===== config.mk =====
export PLATFORM = sky130hd
export DESIGN_NAME = mem_bus_arbiter_flat
export DESIGN_NICKNAME = d
export VERILOG_FILES = /design/src/rtl/mem_bus_arbiter_pkg.sv /design/src/rtl/mem_bus_arbiter_if.sv /design/src/rtl/mem_bus_arbiter_owner_table.sv /design/src/rtl/mem_bus_arbiter.sv /design/src/flat_wrapper.sv
export SDC_FILE = /design/constraint.sdc
export NUM_CORES = 1
export LEC_CHECK = 0
export ABC_CLOCK_PERIOD_IN_PS = 3200
export CORE_AREA = 2 2 174 176
export CTS_CLUSTER_DIAMETER = 50
export CTS_CLUSTER_SIZE = 14
export DETAILED_ROUTE_END_ITERATION = 10
export DIE_AREA = 0 0 176 178
export PLACE_DENSITY = 0.51
export SETUP_SLACK_MARGIN = 0.02
export SYNTH_ARGS = -nofsm -noshare
export SYNTH_HDL_FRONTEND = slang
export SYNTH_SLANG_ARGS = --single-unit

===== constraint.sdc =====
create_clock -name clock -period 3.2 [get_ports clock]
set_input_delay 0.48 -clock clock [delete_from_list [all_inputs] [get_ports clock]]
set_output_delay 0.48 -clock clock [all_outputs]
set_load 0.03 [all_outputs]

===== src/rtl/mem_bus_arbiter_pkg.sv =====
// Shared types and constants for the dcache/icache memory-port arbiter.
// Optional statistics counters are enabled with the ARB_STATS_EN macro (see mem_bus_arbiter).
package mem_bus_arbiter_pkg;

  localparam int XLEN         = 32;
  localparam int NUM_MEM_TAGS = 16;
  localparam int TAG_W        = $clog2(NUM_MEM_TAGS);

  typedef enum logic [1:0] {
    BUS_NONE  = 2'h0,
    BUS_LOAD  = 2'h1,
    BUS_STORE = 2'h2
  } BUS_COMMAND;

  typedef enum logic {
    OWNER_ICACHE = 1'b0,
    OWNER_DCACHE = 1'b1
  } ARB_OWNER;

  typedef struct packed {
    logic     valid;
    ARB_OWNER owner;
  } MEM_TAG_OWNER_ENTRY;

endpackage


===== src/rtl/mem_bus_arbiter_if.sv =====
// Bundle of cache-side, memory-side and status signals around the arbiter.
// slave = arbiter view, master = surrounding caches/memory view.
interface mem_bus_arbiter_if;
  import mem_bus_arbiter_pkg::*;

  logic [1:0]      proc2Dmem_command;
  logic [XLEN-1:0] proc2Dmem_addr;
  logic [63:0]     proc2Dmem_data;
  logic [1:0]      proc2Imem_command;
  logic [XLEN-1:0] proc2Imem_addr;

  logic [TAG_W-1:0] mem2proc_response;
  logic [63:0]      mem2proc_data;
  logic [TAG_W-1:0] mem2proc_tag;

  logic [1:0]      proc2mem_command;
  logic [XLEN-1:0] proc2mem_addr;
  logic [63:0]     proc2mem_data;

  logic [TAG_W-1:0] Dmem2proc_response;
  logic [TAG_W-1:0] Imem2proc_response;
  logic [63:0]      Dmem2proc_data;
  logic [63:0]      Imem2proc_data;
  logic [TAG_W-1:0] Dmem2proc_tag;
  logic [TAG_W-1:0] Imem2proc_tag;

  logic             grant_dcache;
  logic             starve_force;
  logic [3:0]       icache_outstanding;

  modport slave (
    input  proc2Dmem_command, proc2Dmem_addr, proc2Dmem_data,
    input  proc2Imem_command, proc2Imem_addr,
    input  mem2proc_response, mem2proc_data, mem2proc_tag,
    output proc2mem_command, proc2mem_addr, proc2mem_data,
    output Dmem2proc_response, Imem2proc_response,
    output Dmem2proc_data, Imem2proc_data,
    output Dmem2proc_tag, Imem2proc_tag,
    output grant_dcache, starve_force, icache_outstanding
  );

  modport master (
    output proc2Dmem_command, proc2Dmem_addr, proc2Dmem_data,
    output proc2Imem_command, proc2Imem_addr,
    output mem2proc_response, mem2proc_data, mem2proc_tag,
    input  proc2mem_command, proc2mem_addr, proc2mem_data,
    input  Dmem2proc_response, Imem2proc_response,
    input  Dmem2proc_data, Imem2proc_data,
    input  Dmem2proc_tag, Imem2proc_tag,
    input  grant_dcache, starve_force, icache_outstanding
  );

endinterface


===== src/rtl/mem_bus_arbiter_owner_table.sv =====
// Records which cache issued each outstanding memory load tag.
// A free and an allocate of the same tag in one cycle leaves the entry allocated.
module mem_tag_owner_table
  import mem_bus_arbiter_pkg::*;
(
  input  logic               clock,
  input  logic               reset_n,
  input  logic [TAG_W-1:0]   lookup_tag,
  input  logic               free_en,
  input  logic               alloc_en,
  input  logic [TAG_W-1:0]   alloc_tag,
  input  ARB_OWNER           alloc_owner,
  output MEM_TAG_OWNER_ENTRY lookup_entry
);

  logic [NUM_MEM_TAGS-1:0] valid_q, valid_d;
  logic [NUM_MEM_TAGS-1:0] owner_q, owner_d;

  generate
    for (genvar gi = 0; gi < NUM_MEM_TAGS; gi++) begin : g_entry
      logic hit_alloc;
      logic hit_free;
      assign hit_alloc    = alloc_en && (alloc_tag == TAG_W'(gi));
      assign hit_free     = free_en && (lookup_tag == TAG_W'(gi));
      assign valid_d[gi]  = hit_alloc | (valid_q[gi] & ~hit_free);
      assign owner_d[gi]  = hit_alloc ? alloc_owner : owner_q[gi];
    end
  endgenerate

  always_ff @(posedge clock or negedge reset_n) begin
    if (!reset_n) begin
      valid_q <= '0;
      owner_q <= '0;
    end else begin
      valid_q <= valid_d;
      owner_q <= owner_d;
    end
  end

  assign lookup_entry.valid = valid_q[lookup_tag];
  assign lookup_entry.owner = ARB_OWNER'(owner_q[lookup_tag]);

endmodule


===== src/rtl/mem_bus_arbiter.sv =====
// Shares the memory port between dcache (fixed priority) and icache (starvation-forced),
// and routes returning tags to the issuing cache. ARB_STATS_EN adds grant/conflict counters.
module mem_bus_arbiter
  import mem_bus_arbiter_pkg::*;
#(
  parameter int STARVE_MAX = 4
) (
  input  logic clock,
  input  logic reset_n,
  mem_bus_arbiter_if.slave bus
`ifdef ARB_STATS_EN
  ,
  output logic [31:0] stat_dc_grants,
  output logic [31:0] stat_ic_grants,
  output logic [31:0] stat_conflicts
`endif
);

  logic [3:0]         starve_q, starve_d;
  logic [3:0]         ic_out_q, ic_out_d;
  logic               dc_req, ic_req, force_ic;
  logic               grant_d, grant_i, resp_nz;
  logic               alloc_en, route_ic, ic_accept;
  logic [TAG_W-1:0]   ret_tag;
  MEM_TAG_OWNER_ENTRY ret_entry;

  // Requests are masked during reset so every output collapses to zero immediately.
  assign dc_req   = reset_n && (bus.proc2Dmem_command == BUS_LOAD ||
                                bus.proc2Dmem_command == BUS_STORE);
  assign ic_req   = reset_n && (bus.proc2Imem_command == BUS_LOAD);
  assign force_ic = ic_req && (starve_q == 4'(STARVE_MAX));
  assign grant_d  = dc_req && !force_ic;
  assign grant_i  = ic_req && !grant_d;
  assign resp_nz  = (bus.mem2proc_response != '0);

  assign bus.proc2mem_command = grant_d ? bus.proc2Dmem_command :
                                grant_i ? 2'(BUS_LOAD) : 2'(BUS_NONE);
  assign bus.proc2mem_addr    = grant_d ? bus.proc2Dmem_addr :
                                grant_i ? bus.proc2Imem_addr : '0;
  assign bus.proc2mem_data    = grant_d ? bus.proc2Dmem_data : '0;

  assign bus.Dmem2proc_response = grant_d ? bus.mem2proc_response : '0;
  assign bus.Imem2proc_response = grant_i ? bus.mem2proc_response : '0;
  assign bus.grant_dcache       = grant_d;
  assign bus.starve_force       = force_ic;
  assign bus.icache_outstanding = ic_out_q;

  assign ic_accept = grant_i && resp_nz;
  assign alloc_en  = resp_nz && ((grant_d && bus.proc2Dmem_command == BUS_LOAD) || grant_i);

  assign ret_tag  = reset_n ? bus.mem2proc_tag : '0;
  assign route_ic = (ret_tag != '0) && ret_entry.valid && (ret_entry.owner == OWNER_ICACHE);

  // Tags nobody claims (stores, stale tags) default to the dcache side.
  assign bus.Dmem2proc_tag  = ((ret_tag != '0) && !route_ic) ? ret_tag : '0;
  assign bus.Imem2proc_tag  = route_ic ? ret_tag : '0;
  assign bus.Dmem2proc_data = reset_n ? bus.mem2proc_data : '0;
  assign bus.Imem2proc_data = reset_n ? bus.mem2proc_data : '0;

  mem_tag_owner_table u_owner_table (
    .clock        (clock),
    .reset_n      (reset_n),
    .lookup_tag   (ret_tag),
    .free_en      ((ret_tag != '0) && ret_entry.valid),
    .alloc_en     (alloc_en),
    .alloc_tag    (bus.mem2proc_response),
    .alloc_owner  (grant_d ? OWNER_DCACHE : OWNER_ICACHE),
    .lookup_entry (ret_entry)
  );

  always_comb begin
    starve_d = starve_q;
    if (!ic_req) begin
      starve_d = '0;
    end else if (grant_i) begin
      if (resp_nz) starve_d = '0;
    end else if (starve_q < 4'(STARVE_MAX)) begin
      starve_d = starve_q + 4'd1;
    end
  end

  always_comb begin
    ic_out_d = ic_out_q;
    if (ic_accept && !route_ic && ic_out_q != 4'd15) begin
      ic_out_d = ic_out_q + 4'd1;
    end else if (route_ic && !ic_accept && ic_out_q != 4'd0) begin
      ic_out_d = ic_out_q - 4'd1;
    end
  end

  always_ff @(posedge clock or negedge reset_n) begin
    if (!reset_n) begin
      starve_q <= '0;
      ic_out_q <= '0;
    end else begin
      starve_q <= starve_d;
      ic_out_q <= ic_out_d;
    end
  end

`ifdef ARB_STATS_EN
  logic [31:0] dc_grants_q, ic_grants_q, conflicts_q;

  always_ff @(posedge clock or negedge reset_n) begin
    if (!reset_n) begin
      dc_grants_q <= '0;
      ic_grants_q <= '0;
      conflicts_q <= '0;
    end else begin
      if (grant_d && resp_nz) dc_grants_q <= dc_grants_q + 32'd1;
      if (ic_accept)          ic_grants_q <= ic_grants_q + 32'd1;
      if (dc_req && ic_req)   conflicts_q <= conflicts_q + 32'd1;
    end
  end

  assign stat_dc_grants = dc_grants_q;
  assign stat_ic_grants = ic_grants_q;
  assign stat_conflicts = conflicts_q;
`endif

endmodule


===== src/flat_wrapper.sv =====
// flat-port wrapper written by rule: the top's interface ports become plain ports
module mem_bus_arbiter_flat import mem_bus_arbiter_pkg::*;
#(
  parameter int STARVE_MAX = 4
)
  (clock, reset_n, bus_proc2Dmem_command, bus_proc2Dmem_addr, bus_proc2Dmem_data, bus_proc2Imem_command, bus_proc2Imem_addr, bus_mem2proc_response, bus_mem2proc_data, bus_mem2proc_tag, bus_proc2mem_command, bus_proc2mem_addr, bus_proc2mem_data, bus_Dmem2proc_response, bus_Imem2proc_response, bus_Dmem2proc_data, bus_Imem2proc_data, bus_Dmem2proc_tag, bus_Imem2proc_tag, bus_grant_dcache, bus_starve_force, bus_icache_outstanding);
  mem_bus_arbiter_if bus_i ();
  input  logic clock;
  input  logic reset_n;
  input wire logic [$bits(bus_i.proc2Dmem_command)-1:0] bus_proc2Dmem_command;
  input wire logic [$bits(bus_i.proc2Dmem_addr)-1:0] bus_proc2Dmem_addr;
  input wire logic [$bits(bus_i.proc2Dmem_data)-1:0] bus_proc2Dmem_data;
  input wire logic [$bits(bus_i.proc2Imem_command)-1:0] bus_proc2Imem_command;
  input wire logic [$bits(bus_i.proc2Imem_addr)-1:0] bus_proc2Imem_addr;
  input wire logic [$bits(bus_i.mem2proc_response)-1:0] bus_mem2proc_response;
  input wire logic [$bits(bus_i.mem2proc_data)-1:0] bus_mem2proc_data;
  input wire logic [$bits(bus_i.mem2proc_tag)-1:0] bus_mem2proc_tag;
  output wire logic [$bits(bus_i.proc2mem_command)-1:0] bus_proc2mem_command;
  output wire logic [$bits(bus_i.proc2mem_addr)-1:0] bus_proc2mem_addr;
  output wire logic [$bits(bus_i.proc2mem_data)-1:0] bus_proc2mem_data;
  output wire logic [$bits(bus_i.Dmem2proc_response)-1:0] bus_Dmem2proc_response;
  output wire logic [$bits(bus_i.Imem2proc_response)-1:0] bus_Imem2proc_response;
  output wire logic [$bits(bus_i.Dmem2proc_data)-1:0] bus_Dmem2proc_data;
  output wire logic [$bits(bus_i.Imem2proc_data)-1:0] bus_Imem2proc_data;
  output wire logic [$bits(bus_i.Dmem2proc_tag)-1:0] bus_Dmem2proc_tag;
  output wire logic [$bits(bus_i.Imem2proc_tag)-1:0] bus_Imem2proc_tag;
  output wire logic [$bits(bus_i.grant_dcache)-1:0] bus_grant_dcache;
  output wire logic [$bits(bus_i.starve_force)-1:0] bus_starve_force;
  output wire logic [$bits(bus_i.icache_outstanding)-1:0] bus_icache_outstanding;
  assign bus_i.proc2Dmem_command = bus_proc2Dmem_command;
  assign bus_i.proc2Dmem_addr = bus_proc2Dmem_addr;
  assign bus_i.proc2Dmem_data = bus_proc2Dmem_data;
  assign bus_i.proc2Imem_command = bus_proc2Imem_command;
  assign bus_i.proc2Imem_addr = bus_proc2Imem_addr;
  assign bus_i.mem2proc_response = bus_mem2proc_response;
  assign bus_i.mem2proc_data = bus_mem2proc_data;
  assign bus_i.mem2proc_tag = bus_mem2proc_tag;
  assign bus_proc2mem_command = bus_i.proc2mem_command;
  assign bus_proc2mem_addr = bus_i.proc2mem_addr;
  assign bus_proc2mem_data = bus_i.proc2mem_data;
  assign bus_Dmem2proc_response = bus_i.Dmem2proc_response;
  assign bus_Imem2proc_response = bus_i.Imem2proc_response;
  assign bus_Dmem2proc_data = bus_i.Dmem2proc_data;
  assign bus_Imem2proc_data = bus_i.Imem2proc_data;
  assign bus_Dmem2proc_tag = bus_i.Dmem2proc_tag;
  assign bus_Imem2proc_tag = bus_i.Imem2proc_tag;
  assign bus_grant_dcache = bus_i.grant_dcache;
  assign bus_starve_force = bus_i.starve_force;
  assign bus_icache_outstanding = bus_i.icache_outstanding;
  mem_bus_arbiter #(.STARVE_MAX(STARVE_MAX)) u_core (.clock(clock), .reset_n(reset_n), .bus(bus_i));
endmodule

== After elaboration in Yosys (flattened, before gate mapping) ==
Cells that the tools add are included.

* $lt $le $gt $ge: 2
* Eq/ne operators: 37
* Reduce and logical (&&, ||, !) cells: 60
* Bitwise logic cells: 49
* Muxes and demuxes: 22
* Add/sub/neg operators: 3

{| class="wikitable"
|+ Operators with widths
! cell !! number
|-
| 64-bit two-way mux || 2
|-
| 4-bit == test (second input constant) || 16
|-
| 32-bit two-way mux || 2
|-
| 1-bit logical AND || 47
|-
| 4-bit two-way mux || 11
|-
| 4-bit by 3-bit == test with 1-bit output (second input constant) || 9
|-
| 1-bit NOT || 17
|-
| 1-bit bitwise AND || 16
|-
| 4-bit by 2-bit == test with 1-bit output (second input constant) || 4
|-
| 1-bit OR || 16
|-
| 4-bit nonzero test || 3
|-
| 4-bit by 1-bit adder with 4-bit output (second input constant) || 2
|-
| 1-bit binary-select mux with 4-bit select || 2
|-
| 4-bit by 1-bit == test with 1-bit output (second input constant) || 2
|-
| 4-bit logical NOT || 2
|-
| 3-bit != test (second input constant) || 2
|-
| 4-bit by 5-bit less-than comparator with 1-bit output (second input constant) || 1
|-
| 2-bit by 1-bit == test with 1-bit output (second input constant) || 2
|-
| 1-bit logical NOT || 4
|-
| 4-bit by 3-bit less-than comparator with 1-bit output (second input constant) || 1
|-
| 1-bit two-way mux || 4
|-
| 4-bit != test (second input constant) || 1
|-
| 4-bit by 1-bit subtractor with 4-bit output (second input constant) || 1
|-
| 2-bit == test (second input constant) || 1
|-
| 4 further kinds || 5
|}

* Register bits: 40
* Output and inout bits: 248

== Longest topological paths before layout ==
* Word-level depth: 13
* Gate-level depth with buffers: 14
* Gate-level depth less buffers: 13

== By module ==
A second synthesis with hierarchy kept.

* Cell total of the unflattened synthesis: 479
* Area, all modules: 4047.6 um2

{| class="wikitable"
|+ By module, submodules not included
! module !! sequential area each (um2) !! instances !! cells an instance !! area each (um2)
|-
| mem_bus_arbiter || 200.2 || 1 || 339 || 2439.8
|-
| mem_tag_owner_table || 800.8 || 1 || 140 || 1607.8
|}

== Worst setup path after synthesis ==
No wires, ideal clock.

* Path kind: input -> register
* Start: input bus_mem2proc_tag[1]
* End: register u_core.ic_out_q[3], in the netlist u_core.bus.icache_outstanding[3]
* Buffers on the path: 2
* Required time: 3.066 ns
* Setup slack: 0.436 ns
* Arrival time: 2.630 ns
* Stages on the path: 13
* Path through: buf_6 > mux4_2 > nor2_1 > or3_1 > nand4_2 > buf_4 > nand2_1 > ha_1 > a21o_1 > a21oi_1 > and3b_1 > mux2i_1 > xnor2_1

* Longest elaborated chain between the ends: 9
* Elaborated cells on any way between the ends: 16
* Those cells by class: mux (6); bitwise (1); reduce/logical (9)

{| class="wikitable"
|+ RTL lines
! element !! line !! source
|-
| start, declared || flat_wrapper.sv:17 || <nowiki>input wire logic [$bits(bus_i.mem2proc_tag)-1:0] bus_mem2proc_tag;</nowiki>
|-
| 4-bit two-way mux * || mem_bus_arbiter.sv:51 || <nowiki>assign ret_tag = reset_n ? bus.mem2proc_tag : '0;</nowiki>
|-
| 1-bit binary-select mux with 4-bit select, on equally long branches || mem_bus_arbiter_owner_table.sv:40, mem_bus_arbiter_owner_table.sv:41 ||
|-
| 1-bit two-way mux, on equally long branches || mem_bus_arbiter_owner_table.sv:40, mem_bus_arbiter_owner_table.sv:41 ||
|-
| 1-bit logical AND or 1-bit NOT (tied branches) || mem_bus_arbiter.sv:52 || <nowiki>assign route_ic = (ret_tag != '0) && ret_entry.valid && (ret_entry.owner == OWNER_ICACHE);</nowiki>
|-
| 1-bit logical AND * || mem_bus_arbiter.sv:52 ||
|-
| 1-bit logical NOT || mem_bus_arbiter.sv:84 || <nowiki>if (ic_accept && !route_ic && ic_out_q != 4'd15) begin</nowiki>
|-
| 1-bit logical AND (2 in series) || mem_bus_arbiter.sv:84 ||
|-
| 4-bit two-way mux or 2-bit nonzero test (tied branches) || - ||
|-
| end signal, assigned || mem_bus_arbiter.sv:97 || <nowiki>ic_out_q <= ic_out_d;</nowiki>
|-
| end, declared || mem_bus_arbiter.sv:20 || <nowiki>logic [3:0] ic_out_q, ic_out_d;</nowiki>
|}

Mark *: on every way between the ends. The rest lies on a longest branch, timed or not. The select of a mux whose other input is x is not followed.
A chain may end at the register's enable or synchronous reset.

== Worst setup path in the final report ==
* Start: input bus_proc2Dmem_command[0]
* End: output bus_proc2mem_addr[27]

* Longest elaborated chain between the ends: 8
* Elaborated cells on any way between the ends: 9
* Those cells by class: eq/ne (2); mux (2); reduce/logical (5)

{| class="wikitable"
|+ RTL lines
! element !! line !! source
|-
| start, declared || flat_wrapper.sv:10 || <nowiki>input wire logic [$bits(bus_i.proc2Dmem_command)-1:0] bus_proc2Dmem_command;</nowiki>
|-
| 2-bit by 1-bit == test with 1-bit output or 2-bit == test (tied branches) || mem_bus_arbiter.sv:28, mem_bus_arbiter.sv:29 ||
|-
| 1-bit logical OR * || mem_bus_arbiter.sv:28 || <nowiki>assign dc_req = reset_n && (bus.proc2Dmem_command == BUS_LOAD ||</nowiki>
|-
| 1-bit logical AND * || mem_bus_arbiter.sv:28 ||
|-
| 1-bit logical AND * || mem_bus_arbiter.sv:32 || <nowiki>assign grant_d = dc_req && !force_ic;</nowiki>
|-
| 1-bit logical NOT || mem_bus_arbiter.sv:33 || <nowiki>assign grant_i = ic_req && !grant_d;</nowiki>
|-
| 1-bit logical AND || mem_bus_arbiter.sv:33 ||
|-
| 32-bit two-way mux || mem_bus_arbiter.sv:39 || <nowiki>grant_i ? bus.proc2Imem_addr : '0;</nowiki>
|-
| 32-bit two-way mux * || mem_bus_arbiter.sv:38 || <nowiki>assign bus.proc2mem_addr = grant_d ? bus.proc2Dmem_addr :</nowiki>
|-
| end, declared || flat_wrapper.sv:19 || <nowiki>output wire logic [$bits(bus_i.proc2mem_addr)-1:0] bus_proc2mem_addr;</nowiki>
|}

Mark *: on every way between the ends. The rest lies on a longest branch, timed or not.

==> out/summary.md <==
The most used flip-flop cell after synthesis was sky130_fd_sc_hd__dfrtp_1. The average instance in the mapped netlist occupies 8.20 um^2. The cell accounting for the most synthesized area is sky130_fd_sc_hd__dfrtp_1. The tools report the number of warnings issued by yosys as 0. For the critical path arrival, the log shows 2.56 ns. The logs give 2.72 ns for the data required time of the critical path and 2370 um^2 for the footprint of the multi-input gates. Accumulated negative setup slack: 0 ns. The number of I/O pins is 454.

The share of the cycle needed by the critical path after routing works out to 0.951. The number of sinks driven by the clock tree came out at 39. The detailed router finished its first iteration with 159 violations. After detailed routing, the total wire length is 28400 um.

The HPWL after detailed placement was 25900 um; the worst-margin pin slew was 0.472 ns. The total vias in the final route was 5084; the clock latency on the worst-skew pair was 0.28 ns. The shortest period the worst path allows was 3.04 ns. The logs give 31300 um^2 for the floorplan die area and 5 for the number of buffers created by CTS.

The adder-cell area share of the yosys netlist is 0.0206, and the number of failing hold endpoints at the final stage is 0. After detailed routing, the average wire length per cell comes to 22.2 um. The fraction of the mapped netlist area in simple logic gates is 0.311, and the reported leakage power is 0.00386 uW. The maximum net fanout on the critical path came out at 38.

The maximum level of the CTS H-tree was 2. The filler cells instantiated in the layout total 3040. The path type of the worst setup path was input pin to output port.

In the routed layout, each cell is associated on average with a via count of 3.97. The sequential cell area fraction in the yosys report is 0.243. The most critical setup path has its startpoint at bus_proc2Dmem_command[0]. The footprint of the flip-flops and latches was 976 um^2; the starting density of the core was 0.136. Number of instances in the synthesized netlist: 489. Compared with the post-synthesis result, the final layout area differs by 138%. The final net count came out at 1096. The run finished with clean final reports.

The root buffer cell chosen for the clock tree is sky130_fd_sc_hd__clkbuf_16. Clock-pin slew was measured on the worst setup and hold paths at 0.06 ns. The share of the core filled with cells in the final layout was 0.325. The number of flops mapped to enable cells by yosys is 0, and the fraction of synthesized cell area taken by the top area cell type is 0.243.

The worst supply voltage drop on vdd was 0.000282 V. The logs give 701 for the post-synthesis net count and 0.156 ns for the minimum setup slack in the final design. Global routing finished with a remaining overflow of 0. The fraction of layout cells with a size suffix above 1 is 0.208, and the core footprint is 29400 um^2. The number of antenna violations at the first check in global routing is 9, and the max-cap violation count is 0.

Timing would allow up to 328 MHz. The die is 176 um wide. The number of distinct library cell variants in the gate-level netlist after synthesis was 48.

For this run, design rule violations remaining after detail routing come to 0. Entering global routing, the biggest net connects 53 pins. The tightest min-delay check is of the input pin to async pin type.

The clock arrives with 0.00356 ns of skew. Power spread over the standard cell area amounts to 315 nW/um^2. Placement row count: 63. The global-route usage over all layers was 0.172. Setup violations remaining at the end of the flow were counted as 0.

For the number of global-route vias before repair, the log shows 5149. Category of the worst setup path capture point: an output port. The setup slack after placement was -0.126 ns; the standard cell area after detailed placement was 9350 um^2.

The max-slew headroom at the worst pin is 0.686. In this run the critical register-to-register path is launched from u_core.starve_q[0]$_DFFE_PN0P_. The maximum clock path buffer count was 2; the number of detailed-routing iterations run before antenna repair was 4. TritonCTS built the clock tree. Setup repair after global routing left no endpoint under its margin. The synthesized-area fraction occupied by ao, oa, aoi and oai cells works out to 0.185. The run gives 0 as the max-slew violation count. The final weighted congestion of routability-driven global placement was 0.808; the die span in y was 178 um. Flop and latch count out of synthesis: 39. The main combinational cell family by area after synthesis is simple AND/OR/NAND/NOR gates.

Ranked by total cell area, the synthesized netlist is headed by sky130_fd_sc_hd__dfrtp_1, sky130_fd_sc_hd__and2_1, sky130_fd_sc_hd__buf_4, sky130_fd_sc_hd__a22o_1, sky130_fd_sc_hd__o21ai_0. The synthesized netlist occupies a cell area of 4010 um^2. The area share of xor/xnor cells in the synthesized design is 0.00655. The proportion of synthesized area in mux cells was 0.0627; the number of port buffers was 453.

Post-route standard cell area excluding fillers: 9540 um^2. The tools report the antenna violation net count after detailed routing as 0. The first global-routing pass estimated 38000 um of wire.

The worst setup path is launched from an input pin. The share of synthesized flip-flops with an asynchronous set or reset works out to 1.00.
## logic make-up after synthesis
kind of cell | Yosys count
xor+xnor | 3
fa+ha+maj | 6
mux | 21
flops | 39
buf+inv | 111
compound gates | 104
simple gates | 205
## layer usage
metal  track usage  vias to the layer above  wire length [um]
met5             0                        -                27
met4        0.0451                        4               684
met3        0.0582                       23              2710
met2         0.351                      294             16000
met1         0.161                     2359              8990
li1              -                     2404                 -
## flip-flops by register name (all words and copies together), names as in the netlist
register                       count
u_core.u_owner_table.valid_q      15
u_core.starve_q                    4
u_core.u_owner_table.owner_q      16
u_core.bus.icache_outstanding      4
## area by class of cell
class / instances / area share
Clock buffer: 6 / 0.0146
Tap cell: 390 / 0.0511
Antenna cell: 5 / 0.00131
Timing Repair Buffer: 492 / 0.576
Clock inverter: 2 / 0.00367
Sequential cell: 39 / 0.102
Inverter: 7 / 0.00275
Multi-Input combinational cell: 339 / 0.248
## final timing paths
check                      slack, ns  depth (start not counted)                                      endpoint
min                              0.1                          1   u_core.u_owner_table.owner_q[0]$_DFFE_PN0P_
min reg2reg                     0.38                          0   u_core.u_owner_table.owner_q[0]$_DFFE_PN0P_
max                             0.16                          8                         bus_proc2mem_addr[27]
min in group clock              0.38                          0   u_core.u_owner_table.owner_q[0]$_DFFE_PN0P_
max reg2reg                     0.67                         13  u_core.bus.icache_outstanding[3]$_DFFE_PN0P_
max in group asynchronous       2.20                          3   u_core.u_owner_table.owner_q[5]$_DFFE_PN0P_
## Yosys cell counts, drive strengths merged, types with 4 or more instances
library cell	count
inv	7
nand4	4
ha	5
nor3	5
buf	77
nor2	15
a21o	6
nand3	4
and2	137
nor2b	7
a21oi	5
nand3b	7
a22o	32
mux2	10
dfrtp	39
o21ai	33
mux2i	9
clkbuf	27
nand2b	8
nand2	11
o41ai	11
## critical path, cell delays in order
cell                              delay (ns)
sky130_fd_sc_hd__clkdlybuf4s50_1        0.47
sky130_fd_sc_hd__ha_1                   0.35
sky130_fd_sc_hd__nor2b_1                0.05
sky130_fd_sc_hd__buf_4                  0.15
sky130_fd_sc_hd__a21oi_4                0.14
sky130_fd_sc_hd__buf_4                  0.41
sky130_fd_sc_hd__a22o_1                 0.34
sky130_fd_sc_hd__buf_12                 0.16
## per-stage QoR
| step | std cells | total power, uW | hold WS (ns) |
|---|---|---|---|
| after floorplan | 489 | 1510 | 0.184 |
| after global placement | 1267 | 2450 | 0.366 |
| after detailed placement | 1267 | 2470 | 0.372 |
| after CTS | 1275 | 3060 | 0.105 |
| after global routing | 1276 | 3160 | 0.114 |
| final | 1280 | 3010 | 0.0952 |
## where the power goes
part           internal (uW)  leakage, uW  switching (uW)
registers                592     0.000511            83.7
logic                    879      0.00326             866
clock network            388    0.0000869             199
## placed cells by master (no fill, tap or decap), types with 2 or more instances in the layout
| cell | count |
|---|---|
| sky130_fd_sc_hd__nor2_1 | 15 |
| sky130_fd_sc_hd__mux2i_1 | 8 |
| sky130_fd_sc_hd__nand4_1 | 3 |
| sky130_fd_sc_hd__o31ai_1 | 3 |
| sky130_fd_sc_hd__xnor2_1 | 2 |
| sky130_fd_sc_hd__nor2b_1 | 6 |
| sky130_fd_sc_hd__nand3_1 | 3 |
| sky130_fd_sc_hd__a21oi_1 | 4 |
| sky130_fd_sc_hd__ha_1 | 5 |
| sky130_fd_sc_hd__and2_1 | 137 |
| sky130_fd_sc_hd__nand3b_1 | 5 |
| sky130_fd_sc_hd__nor3b_1 | 2 |
| sky130_fd_sc_hd__nand3b_2 | 2 |
| sky130_fd_sc_hd__mux2_1 | 2 |
| sky130_fd_sc_hd__dfrtp_1 | 39 |
| sky130_fd_sc_hd__mux4_2 | 2 |
| sky130_fd_sc_hd__nand2_1 | 11 |
| sky130_fd_sc_hd__diode_2 | 5 |
| sky130_fd_sc_hd__a22o_1 | 32 |
| sky130_fd_sc_hd__buf_4 | 80 |
| sky130_fd_sc_hd__o41ai_1 | 11 |
| sky130_fd_sc_hd__clkdlybuf4s50_1 | 334 |
| sky130_fd_sc_hd__a21o_1 | 6 |
| sky130_fd_sc_hd__and3b_1 | 2 |
| sky130_fd_sc_hd__o22ai_1 | 3 |
| sky130_fd_sc_hd__a211oi_1 | 2 |
| sky130_fd_sc_hd__buf_12 | 77 |
| sky130_fd_sc_hd__inv_1 | 7 |
| sky130_fd_sc_hd__clkbuf_16 | 5 |
| sky130_fd_sc_hd__nand2b_1 | 8 |
| sky130_fd_sc_hd__nor3_1 | 5 |
| sky130_fd_sc_hd__mux2_2 | 8 |
| sky130_fd_sc_hd__o21a_1 | 2 |
| sky130_fd_sc_hd__o21ai_0 | 33 |
## what timing repair did
item                                    in CTS  in global routing
gates resized for setup                      1                  1
hold buffers                                 0                  0
endpoints found under the setup margin       1                  1
buffers inserted                             0                  0
pin swaps                                    0                  0
Power figures use the tool's default switching activity.
